`config.mk`:
```
export PLATFORM = sky130hd
export DESIGN_NAME = fmul_issue_ctrl_flat
export DESIGN_NICKNAME = d
export VERILOG_FILES = /design/src/rtl/fmul_issue_ctrl_if.sv /design/src/rtl/fmul_issue_ctrl.sv /design/src/flat_wrapper.sv
export SDC_FILE = /design/constraint.sdc
export NUM_CORES = 1
export LEC_CHECK = 0
export ABC_CLOCK_PERIOD_IN_PS = 3100
export CAP_MARGIN = 20
export CORE_MARGIN = 2
export CORE_UTILIZATION = 41
export DETAILED_ROUTE_END_ITERATION = 7
export MAX_ROUTING_LAYER = met4
export PLACE_DENSITY_LB_ADDON = 0.12
export SLEW_MARGIN = 40
export SYNTH_ARGS = -nofsm -noshare
export SYNTH_HDL_FRONTEND = slang
export SYNTH_SLANG_ARGS = --single-unit
```
`constraint.sdc`:
```
create_clock -name clk -period 3.1 [get_ports clk]
set_input_delay 0.62 -clock clk [delete_from_list [all_inputs] [get_ports clk]]
set_output_delay 0.62 -clock clk [all_outputs]
set_load 0.05 [all_outputs]
```
`src/rtl/fmul_issue_ctrl_if.sv`:
```
// Bus bundle for fmul_issue_ctrl: requester operand handshakes, multiplier
// operand/result taps, response handshake, drain control and sticky flags.
// The controller connects through the slave modport; the surrounding system
// (requesters, multiplier, response consumer) sees the master modport.
interface fmul_issue_ctrl_if;
  logic        req0_valid;
  logic        req1_valid;
  logic        req0_ready;
  logic        req1_ready;
  logic [15:0] req0_a;
  logic [15:0] req0_b;
  logic [15:0] req1_a;
  logic [15:0] req1_b;
  logic        hold;
  logic        idle;
  logic [15:0] mul_op_a;
  logic [15:0] mul_op_b;
  logic        mul_sign;
  logic [4:0]  mul_exponent;
  logic [9:0]  mul_mantissa;
  logic        mul_overflow;
  logic        mul_underflow;
  logic        rsp_valid;
  logic        rsp_ready;
  logic        rsp_id;
  logic [15:0] rsp_result;
  logic        rsp_overflow;
  logic        rsp_underflow;
  logic        sticky_overflow;
  logic        sticky_underflow;
  logic        flag_clear;

  modport slave (
    input  req0_valid, req1_valid, req0_a, req0_b, req1_a, req1_b,
    input  hold, mul_sign, mul_exponent, mul_mantissa, mul_overflow,
    input  mul_underflow, rsp_ready, flag_clear,
    output req0_ready, req1_ready, idle, mul_op_a, mul_op_b,
    output rsp_valid, rsp_id, rsp_result, rsp_overflow, rsp_underflow,
    output sticky_overflow, sticky_underflow
  );

  modport master (
    output req0_valid, req1_valid, req0_a, req0_b, req1_a, req1_b,
    output hold, mul_sign, mul_exponent, mul_mantissa, mul_overflow,
    output mul_underflow, rsp_ready, flag_clear,
    input  req0_ready, req1_ready, idle, mul_op_a, mul_op_b,
    input  rsp_valid, rsp_id, rsp_result, rsp_overflow, rsp_underflow,
    input  sticky_overflow, sticky_underflow
  );
endinterface

```
`src/rtl/fmul_issue_ctrl.sv`:
```
// fmul_issue_ctrl: two-requester round-robin issue controller for the
// half-precision pipelined multiplier. Issues operands, re-aligns the
// multiplier's stage-0 sign/exponent with its stage-1 mantissa/flags and
// queues results (tagged with requester ID) in a 2-entry response FIFO.
// Packing: [15] sign, [14:10] exponent, [9:0] mantissa.
// Optional feature macro: FMUL_ISSUE_CTRL_STICKY_FLAGS_EN (sticky flags).
module fmul_issue_ctrl (
  input  logic             clk,
  input  logic             reset,
  fmul_issue_ctrl_if.slave bus
);

  typedef enum logic [1:0] {ST_RUN, ST_DRAIN, ST_HALTED} state_t;

  typedef struct packed {
    logic        id;
    logic        ovf;
    logic        unf;
    logic [15:0] result;
  } entry_t;

  function automatic logic [15:0] pack_result(input logic s,
                                              input logic [4:0] e,
                                              input logic [9:0] m);
    return {s, e, m};
  endfunction

  state_t      state;
  logic        idle_q;
  logic        ptr;

  logic        vld_p1;
  logic        id_p1;
  logic        sign_p1;
  logic [4:0]  exp_p1;

  entry_t      fifo_mem [2];
  logic        wr_ptr;
  logic        rd_ptr;
  logic [1:0]  fifo_count;

  logic        rsp_v;
  logic        pop;
  logic        push;
  logic [2:0]  occ;
  logic        issue_ok;
  logic        gnt0;
  logic        gnt1;
  entry_t      head;
  entry_t      push_entry;

  // Occupancy counts results already committed (S1 + FIFO) net of this
  // cycle's pop; a new issue needs a free slot two cycles out.
  assign rsp_v    = (fifo_count != 2'd0);
  assign pop      = rsp_v & bus.rsp_ready;
  assign push     = vld_p1;
  assign occ      = {1'b0, fifo_count} + {2'b00, vld_p1} - {2'b00, pop};
  assign issue_ok = reset & (state == ST_RUN) & (occ < 3'd2);

  assign gnt0 = issue_ok & bus.req0_valid & (~bus.req1_valid | ~ptr);
  assign gnt1 = issue_ok & bus.req1_valid & (~bus.req0_valid |  ptr);

  assign bus.req0_ready = gnt0;
  assign bus.req1_ready = gnt1;
  assign bus.mul_op_a   = gnt0 ? bus.req0_a : (gnt1 ? bus.req1_a : 16'd0);
  assign bus.mul_op_b   = gnt0 ? bus.req0_b : (gnt1 ? bus.req1_b : 16'd0);

  // Stage-1 multiplier outputs meet the stage-0 capture made a cycle earlier.
  assign push_entry.id     = id_p1;
  assign push_entry.ovf    = bus.mul_overflow;
  assign push_entry.unf    = bus.mul_underflow;
  assign push_entry.result = pack_result(sign_p1, exp_p1, bus.mul_mantissa);

  // Outputs read as zero when empty so storage needs no reset.
  assign head              = fifo_mem[rd_ptr];
  assign bus.rsp_valid     = rsp_v;
  assign bus.rsp_id        = rsp_v & head.id;
  assign bus.rsp_result    = rsp_v ? head.result : 16'd0;
  assign bus.rsp_overflow  = rsp_v & head.ovf;
  assign bus.rsp_underflow = rsp_v & head.unf;
  assign bus.idle          = idle_q;

  // ---- stage 0 -> stage 1 boundary ----
  // Round-robin pointer and S1 valid: pointer moves to the index not granted.
  always_ff @(posedge clk) begin
    if (!reset) begin
      ptr    <= 1'b0;
      vld_p1 <= 1'b0;
    end else begin
      vld_p1 <= gnt0 | gnt1;
      if (gnt0)      ptr <= 1'b1;
      else if (gnt1) ptr <= 1'b0;
    end
  end

  // S1 data: capture stage-0 sign/exponent and requester ID on issue.
  always_ff @(posedge clk) begin
    if (gnt0 | gnt1) begin
      id_p1   <= gnt1;
      sign_p1 <= bus.mul_sign;
      exp_p1  <= bus.mul_exponent;
    end
  end

  // ---- stage 1 -> response FIFO boundary ----
  // FIFO pointers and count; push and pop may coincide at any count.
  always_ff @(posedge clk) begin
    if (!reset) begin
      wr_ptr     <= 1'b0;
      rd_ptr     <= 1'b0;
      fifo_count <= 2'd0;
    end else begin
      if (push) wr_ptr <= ~wr_ptr;
      if (pop)  rd_ptr <= ~rd_ptr;
      fifo_count <= fifo_count + {1'b0, push} - {1'b0, pop};
    end
  end

  // FIFO storage write.
  always_ff @(posedge clk) begin
    if (push) fifo_mem[wr_ptr] <= push_entry;
  end

  // Run/drain/halt state machine with registered idle.
  always_ff @(posedge clk) begin
    if (!reset) begin
      state  <= ST_RUN;
      idle_q <= 1'b0;
    end else begin
      case (state)
        ST_RUN: begin
          if (bus.hold) state <= ST_DRAIN;
        end
        ST_DRAIN: begin
          if (!bus.hold) begin
            state <= ST_RUN;
          end else if (!vld_p1 && (fifo_count == 2'd0)) begin
            state  <= ST_HALTED;
            idle_q <= 1'b1;
          end
        end
        ST_HALTED: begin
          if (!bus.hold) begin
            state  <= ST_RUN;
            idle_q <= 1'b0;
          end
        end
        default: begin
          state  <= ST_RUN;
          idle_q <= 1'b0;
        end
      endcase
    end
  end

`ifdef FMUL_ISSUE_CTRL_STICKY_FLAGS_EN
  logic sticky_ovf;
  logic sticky_unf;

  // Sticky flags: set on push of a flagged entry; a set beats a clear.
  always_ff @(posedge clk) begin
    if (!reset) begin
      sticky_ovf <= 1'b0;
      sticky_unf <= 1'b0;
    end else begin
      sticky_ovf <= (push & bus.mul_overflow)  | (sticky_ovf & ~bus.flag_clear);
      sticky_unf <= (push & bus.mul_underflow) | (sticky_unf & ~bus.flag_clear);
    end
  end

  assign bus.sticky_overflow  = sticky_ovf;
  assign bus.sticky_underflow = sticky_unf;
`else
  logic unused_flag_clear;

  assign unused_flag_clear    = bus.flag_clear;
  assign bus.sticky_overflow  = 1'b0;
  assign bus.sticky_underflow = 1'b0;
`endif

endmodule

```
`src/flat_wrapper.sv`:
```
// flat-port wrapper written by rule: the top's interface ports become plain ports
module fmul_issue_ctrl_flat 
  (clk, reset, bus_req0_valid, bus_req1_valid, bus_req0_a, bus_req0_b, bus_req1_a, bus_req1_b, bus_hold, bus_mul_sign, bus_mul_exponent, bus_mul_mantissa, bus_mul_overflow, bus_mul_underflow, bus_rsp_ready, bus_flag_clear, bus_req0_ready, bus_req1_ready, bus_idle, bus_mul_op_a, bus_mul_op_b, bus_rsp_valid, bus_rsp_id, bus_rsp_result, bus_rsp_overflow, bus_rsp_underflow, bus_sticky_overflow, bus_sticky_underflow);
  fmul_issue_ctrl_if bus_i ();
  input  logic clk;
  input  logic reset;
  input wire logic [$bits(bus_i.req0_valid)-1:0] bus_req0_valid;
  input wire logic [$bits(bus_i.req1_valid)-1:0] bus_req1_valid;
  input wire logic [$bits(bus_i.req0_a)-1:0] bus_req0_a;
  input wire logic [$bits(bus_i.req0_b)-1:0] bus_req0_b;
  input wire logic [$bits(bus_i.req1_a)-1:0] bus_req1_a;
  input wire logic [$bits(bus_i.req1_b)-1:0] bus_req1_b;
  input wire logic [$bits(bus_i.hold)-1:0] bus_hold;
  input wire logic [$bits(bus_i.mul_sign)-1:0] bus_mul_sign;
  input wire logic [$bits(bus_i.mul_exponent)-1:0] bus_mul_exponent;
  input wire logic [$bits(bus_i.mul_mantissa)-1:0] bus_mul_mantissa;
  input wire logic [$bits(bus_i.mul_overflow)-1:0] bus_mul_overflow;
  input wire logic [$bits(bus_i.mul_underflow)-1:0] bus_mul_underflow;
  input wire logic [$bits(bus_i.rsp_ready)-1:0] bus_rsp_ready;
  input wire logic [$bits(bus_i.flag_clear)-1:0] bus_flag_clear;
  output wire logic [$bits(bus_i.req0_ready)-1:0] bus_req0_ready;
  output wire logic [$bits(bus_i.req1_ready)-1:0] bus_req1_ready;
  output wire logic [$bits(bus_i.idle)-1:0] bus_idle;
  output wire logic [$bits(bus_i.mul_op_a)-1:0] bus_mul_op_a;
  output wire logic [$bits(bus_i.mul_op_b)-1:0] bus_mul_op_b;
  output wire logic [$bits(bus_i.rsp_valid)-1:0] bus_rsp_valid;
  output wire logic [$bits(bus_i.rsp_id)-1:0] bus_rsp_id;
  output wire logic [$bits(bus_i.rsp_result)-1:0] bus_rsp_result;
  output wire logic [$bits(bus_i.rsp_overflow)-1:0] bus_rsp_overflow;
  output wire logic [$bits(bus_i.rsp_underflow)-1:0] bus_rsp_underflow;
  output wire logic [$bits(bus_i.sticky_overflow)-1:0] bus_sticky_overflow;
  output wire logic [$bits(bus_i.sticky_underflow)-1:0] bus_sticky_underflow;
  assign bus_i.req0_valid = bus_req0_valid;
  assign bus_i.req1_valid = bus_req1_valid;
  assign bus_i.req0_a = bus_req0_a;
  assign bus_i.req0_b = bus_req0_b;
  assign bus_i.req1_a = bus_req1_a;
  assign bus_i.req1_b = bus_req1_b;
  assign bus_i.hold = bus_hold;
  assign bus_i.mul_sign = bus_mul_sign;
  assign bus_i.mul_exponent = bus_mul_exponent;
  assign bus_i.mul_mantissa = bus_mul_mantissa;
  assign bus_i.mul_overflow = bus_mul_overflow;
  assign bus_i.mul_underflow = bus_mul_underflow;
  assign bus_i.rsp_ready = bus_rsp_ready;
  assign bus_i.flag_clear = bus_flag_clear;
  assign bus_req0_ready = bus_i.req0_ready;
  assign bus_req1_ready = bus_i.req1_ready;
  assign bus_idle = bus_i.idle;
  assign bus_mul_op_a = bus_i.mul_op_a;
  assign bus_mul_op_b = bus_i.mul_op_b;
  assign bus_rsp_valid = bus_i.rsp_valid;
  assign bus_rsp_id = bus_i.rsp_id;
  assign bus_rsp_result = bus_i.rsp_result;
  assign bus_rsp_overflow = bus_i.rsp_overflow;
  assign bus_rsp_underflow = bus_i.rsp_underflow;
  assign bus_sticky_overflow = bus_i.sticky_overflow;
  assign bus_sticky_underflow = bus_i.sticky_underflow;
  fmul_issue_ctrl u_core (.clk(clk), .reset(reset), .bus(bus_i));
endmodule
```
-- Word level (Yosys, flattened, before mapping)
Memory sizes are Yosys's and may differ from the RTL's. A register that Yosys moved wholly into a read port is not among the register bits.
Index checks and enable logic that the tools add are counted.
- register bits after elaboration: 16
- memory bits (writable): 38
- input port bits: 89
- memories: 1
- $add $sub $neg: 4
- order comparisons: 1
- equality and inequality tests: 7
- muxes and demuxes: 20
- bitwise operators: 19
- reduce and logical (&&, ||, !) cells: 8
- memories (name ; depth ; width ; read ports ; clocked after memory_dff ; write ports ; line ; RTL):
    u_core.fifo_mem ; 2 ; 19 ; 1 ; 1 ; 1 ; fmul_issue_ctrl.sv:37 ; entry_t fifo_mem [2];
- operator list (operator ; count):
    two-way mux 16 bit ; 5
    AND 1 bit ; 10
    two-way mux 1 bit ; 9
    two-way mux 2 bit ; 4
    inequality test 2 bit (second input constant) ; 3
    inverter 1 bit ; 6
    one-hot mux 2 bit (3 select lines) ; 1
    logical NOT 2 bit ; 2
    AND reduction 4 bit ; 1
    nonzero test 2 bit ; 2
    adder 2 x 1 -> 3 bit ; 1
    < comparator 3 x 2 -> 1 bit (second input constant) ; 1
    inequality test 3 x 2 -> 1 bit (second input constant) ; 1
    bitwise OR 1 bit ; 3
    one-hot mux 1 bit (3 select lines) ; 1
    AND reduction 3 bit ; 1
    subtractor 3 x 1 -> 3 bit ; 1
    adder 2 x 1 -> 2 bit ; 1
    equality test 2 x 1 -> 1 bit (second input constant) ; 1
    equality test 2 bit (second input constant) ; 1
    inequality test 2 x 1 -> 1 bit (second input constant) ; 1
    subtractor 2 x 1 -> 2 bit ; 1
    logical AND 1 bit ; 1
    logical NOT 1 bit ; 1

-- Logic depth before layout (Yosys ltp)
- word-level depth: 9
- mapped depth: 11
- mapped depth without buffers: 10

-- Worst setup path before layout
OpenSTA, ideal clock, no wires.
- path kind: in2out
- from: input bus_rsp_ready
- to: output bus_req1_ready
- arrival time: 3.360 ns
- required time: 2.480 ns
- slack: -0.880 ns
- stages on the path: 10
- buffers on the path: 0
- cell sequence: o21ai_0 > inv_1 > ha_1 > inv_1 > ha_1 > inv_1 > fa_1 > and4bb_4 > nand2_4 > a211oi_1
- cells in the longest elaborated chain, start to end: 6
- RTL lines (what ; line ; RTL):
    start, declared ; flat_wrapper.sv:19 ; input wire logic [$bits(bus_i.rsp_ready)-1:0] bus_rsp_ready;
    AND 1 bit ; fmul_issue_ctrl.sv:55 ; assign pop = rsp_v & bus.rsp_ready;
    named net u_core.pop ; fmul_issue_ctrl.sv:43 ; logic pop;
    subtractor 3 x 1 -> 3 bit ; fmul_issue_ctrl.sv:57 ; assign occ = {1'b0, fifo_count} + {2'b00, vld_p1} - {2'b00, pop};
    < comparator 3 x 2 -> 1 bit ; fmul_issue_ctrl.sv:58 ; assign issue_ok = reset & (state == ST_RUN) & (occ < 3'd2);
    AND 1 bit ; fmul_issue_ctrl.sv:58 ;
    AND 1 bit (2 in a row) ; fmul_issue_ctrl.sv:61 ; assign gnt1 = issue_ok & bus.req1_valid & (~bus.req0_valid | ptr);
    end, declared ; flat_wrapper.sv:22 ; output wire logic [$bits(bus_i.req1_ready)-1:0] bus_req1_ready;
The timed path passes the listed nets, and every way through them passes these cells.

-- Worst setup path after layout
- from: register u_core.fifo_count[0]
- to: output bus_mul_op_b[13]
- cells in the longest elaborated chain, start to end: 9
- elaborated cells on any way between the ends: 12
- those cells by class: add/sub: 2; order compare: 1; mux: 2; bitwise: 6; reduce/logical: 1
- RTL lines (what ; line ; RTL):
    start, declared ; fmul_issue_ctrl.sv:40 ; logic [1:0] fifo_count;
    start signal, assigned ; fmul_issue_ctrl.sv:115 ; fifo_count <= fifo_count + {1'b0, push} - {1'b0, pop};
    nonzero test 2 bit (*) ; fmul_issue_ctrl.sv:54 ; assign rsp_v = (fifo_count != 2'd0);
    AND 1 bit (*) ; fmul_issue_ctrl.sv:55 ;
    named net u_core.pop ; fmul_issue_ctrl.sv:43 ;
    subtractor 3 x 1 -> 3 bit (*) ; fmul_issue_ctrl.sv:57 ;
    < comparator 3 x 2 -> 1 bit (*) ; fmul_issue_ctrl.sv:58 ;
    AND 1 bit (*) ; fmul_issue_ctrl.sv:58 ;
    AND 1 bit (2 in a row) ; fmul_issue_ctrl.sv:61 ;
    two-way mux 16 bit ; fmul_issue_ctrl.sv:66 ; assign bus.mul_op_b = gnt0 ? bus.req0_b : (gnt1 ? bus.req1_b : 16'd0);
    two-way mux 16 bit (*) ; fmul_issue_ctrl.sv:66 ;
    end, declared ; flat_wrapper.sv:25 ; output wire logic [$bits(bus_i.mul_op_b)-1:0] bus_mul_op_b;
Mark *: on every way through the listed nets, which the timed path passes. The rest lies on a longest branch.

==> run_results.csv <==
group,metric,value,unit
grt,grt_pass1_wl,13.8,mm
sta,tightest_slew,0.602,ns
pwr,power_density,826,nW/µm²
synth,syn_area,2960,µm²
sta,rsz0062_at_grt,"yes",
placed_design,place_hpwl,6.62,mm
cts,cts_tree,"built",
synth,syn_inst,260,
pwr,comb_power_share,68.4,%
die,die_w,89.0,µm
placed_design,routabilityCongestion,0.812,
flow_run,maxCapViolCount,0,
cts,cts_buffers,5,
cts,hold_buffers,0,
drt,vias,2704,
cts,root_buffer,"clkbuf_8",
grt,grt_pass1_vias,2899,
cts,clk_pin_slew,0.10,ns
synth,synth_top_area_share,45.6,%
pwr,clockPowerShare,8.6,%
die,ios,146,
synth,synth_common_cells,"64 x o211ai_1, 45 x edfxtp_1, 24 x a21oi_1",
pwr,vdd_drop_max,491,µV
pwr,total_power,4.46,mW
synth,synthArstFlopShare,0,%
drt,drt_iter0_markers,87,
layout,fillCellCount,448,
drt,dr.pass1.iters,4,
setup_path,worstPathArrival,2.76,ns
grt,track_usage,23.5,%
sta,min_period,3.38,ns
layout,antenna_cells,0,
setup_path,crit_path_end_kind,"output pin",
synth,synthFlopType,"edfxtp_1",
pwr,power.internal,2.38,mW
grt,grt_max_degree,35,
status,status,"finished, violations left",
pwr,seqPwrFrac,23.0,%
die,die_area,7920,µm²
layout,syn2layout_area_growth,82.4,%
cts,numClockSinks,55,
drt,avgRoutedWirePerCell,17.6,µm
setup_path,cp_cell_sequence,"o21ai_2 > inv_1 > ha_1 > inv_1 > ha_2 > inv_2 > fa_1 > and4bb_4 > nand2_8 > buf_12 > a21oi_4 > buf_12",
synth,yosys.area.top_type,"edfxtp_1",
die,coreArea,6910,µm²
layout,finalNetCount,497,
die,start_util,42.9,%
synth,synth_edf_count,45,
setup_path,path_class,"reg -> out",
drt,via_per_inst,5.39,
synth,syn_area_per_cell,11.4,µm²
sta,final.setup.worst_slack,-0.275,ns
layout,multi_input_area,1600,µm²
setup_path,cp-start-kind,"flip-flop",
sta,finalClockSkew,0.0113,ns
setup_path,crit_slowest_cell,"fa_1",
cts,insertion_delay,0.30,ns
drt,drc_errors,0,
cts,htree_levels,2,
setup_path,cp.required,2.48,ns
setup_path,cp_max_fo,8,
synth,yosysMostFrequentCell,"o211ai_1",
synth,ys_ff_latch,55,
synth,synth.distinct_cells,33,
worst_hold_path,hold_path.class,"reg -> reg",
sta,relSlewSlack,59.8,%
die,fp.dieH,89.0,µm
cts,clock_path_buffers,2,
placed_design,portBuffers,142,
sta,fmaxAchievable,296,MHz
pwr,switching_power,2.08,mW
grt,grt_antenna_before_repair,0,
setup_path,cpPeakStageDelay,0.49,ns
sta,holdWs,0.437,ns
layout,drive_gt1_share,29.3,%
sta,drv_slew,0,
layout,regArea,1550,µm²
drt,ant_nets,0,
status,violations,"negative setup slack",
synth,synth-seq-area-share,52.4,%
synth,yosys-top-cells-area,"edfxtp_1 46%, o211ai_1 16%, dfxtp_1 6.8%",
sta,fin_crit_sh,109,%
grt,overflow,0,
pwr,power.leakage,1.72,nW
die,num_rows,30,
sta,setup_viol,34,
pwr,p_sw_share,46.6,%
sta,hold_violations,0,
drt,drt-total-wl,8.85,mm
synth,synth-warning-count,0,
==> critical path: cells and delay by family (launching register included) <==
kind	cells	cell delay, ns
AOI/OAI and AO/OA	2	0.30
buffers and inverters	5	0.49
and+or+nand+nor	2	0.41
DFF	1	0.34
adders and majority gates	3	0.92
==> timing repair <==
action / 4_1_cts / 5_1_grt
endpoints found under the setup margin: 34 / 34
gates cloned: 1 / 0
setup buffers: 1 / 1
gates resized for setup: 11 / 1
pin swaps: 3 / 2
==> routing by layer <==
metal | track usage (%) | part of all wire, %
met2 | 40.8 | 52
met1 | 27.0 | 40
met4 | 5.56 | 1.8
met3 | 6.56 | 6.5
met5 | - | 0
==> state kept, by name, indices dropped and copies added (netlist names), named ones only <==
signal,flops
u_core.bus.idle,1
u_core.state,2
u_core.rd_ptr,1
u_core.wr_ptr,1
u_core.id_p1,1
u_core.exp_p1,5
u_core.ptr,1
u_core.fifo_count,2
u_core.fifo_mem,38
u_core.sign_p1,1
u_core.push,1
==> cell families after synthesis <==
group	synth area share [%]
AOI/OAI and AO/OA	25.3
DFF	52.4
buffers and inverters	6.89
and+or+nand+nor	6.13
muxes	6.76
adders and majority gates	1.52
xor gates and xnor gates	0.845
other	0.127
==> final timing paths <==
path	startpoint	end	slack [ns]	cells past startpoint
max	u_core.fifo_count[0]$_SDFF_PN0_	bus_mul_op_b[13]	-0.28	12
min	u_core.id_p1$_DFFE_PP_	u_core.fifo_mem[1][18]$_DFFE_PP_	0.44	0
max reg2reg	u_core.fifo_count[0]$_SDFF_PN0_	u_core.exp_p1[0]$_DFFE_PP_	0.40	12
min reg2reg	u_core.id_p1$_DFFE_PP_	u_core.fifo_mem[1][18]$_DFFE_PP_	0.44	0
==> layout by cell type, fill, tap and decap left out, types with 2 or more instances in the layout <==
cell	synthesis	routed
o211ai_1	64	64
mux2i_1	20	20
buf_4	4	21
dfxtp_2	0	2
a21oi_1	24	2
buf_6	4	2
conb_1	1	2
dfxtp_1	10	8
nor2b_1	3	2
inv_2	2	3
clkbuf_8	0	5
clkdlybuf4s50_1	0	104
and2_1	4	4
a211oi_4	0	2
edfxtp_1	45	45
buf_12	0	39
nor2_1	21	21
a21oi_4	0	32
inv_1	6	5
==> area by class of cell <==
type	count	area share [%]
inverters	9	0.648
clock buffers	6	1.34
well taps	96	2.22
flip-flops and latches	55	28.8
multi-input cells	168	29.7
clock inverters	2	0.301
repair buffers	166	37.1
==> power groups by stage <==
| stage | clock network [mW] | logic [mW] | registers (mW) |
|---|---|---|---|
| floorplan | 0 | 1.84 | 1.04 |
| global placement | 0 | 2.95 | 1.03 |
| detailed placement | 0 | 2.97 | 1.04 |
| CTS | 0.389 | 3.07 | 1.03 |
| global route | 0.414 | 3.20 | 1.04 |
| finish | 0.383 | 3.05 | 1.03 |
==> per-stage QoR <==
stage                     setup slack, ns  area, µm²  std cells  utilization [%]  setup TNS [ns]
after floorplan                    -0.113       3330        261                -           -3.52
after global placement             -0.609       5230        490             75.7          -21.31
after detailed placement           -0.598       5250        491             76.0          -20.54
after CTS                          -0.286       5390        501             78.1           -8.78
after global routing               -0.399       5400        502             78.2          -12.82
final                              -0.275       5400        502             78.2           -8.49
(Power assumes the default switching activity.)
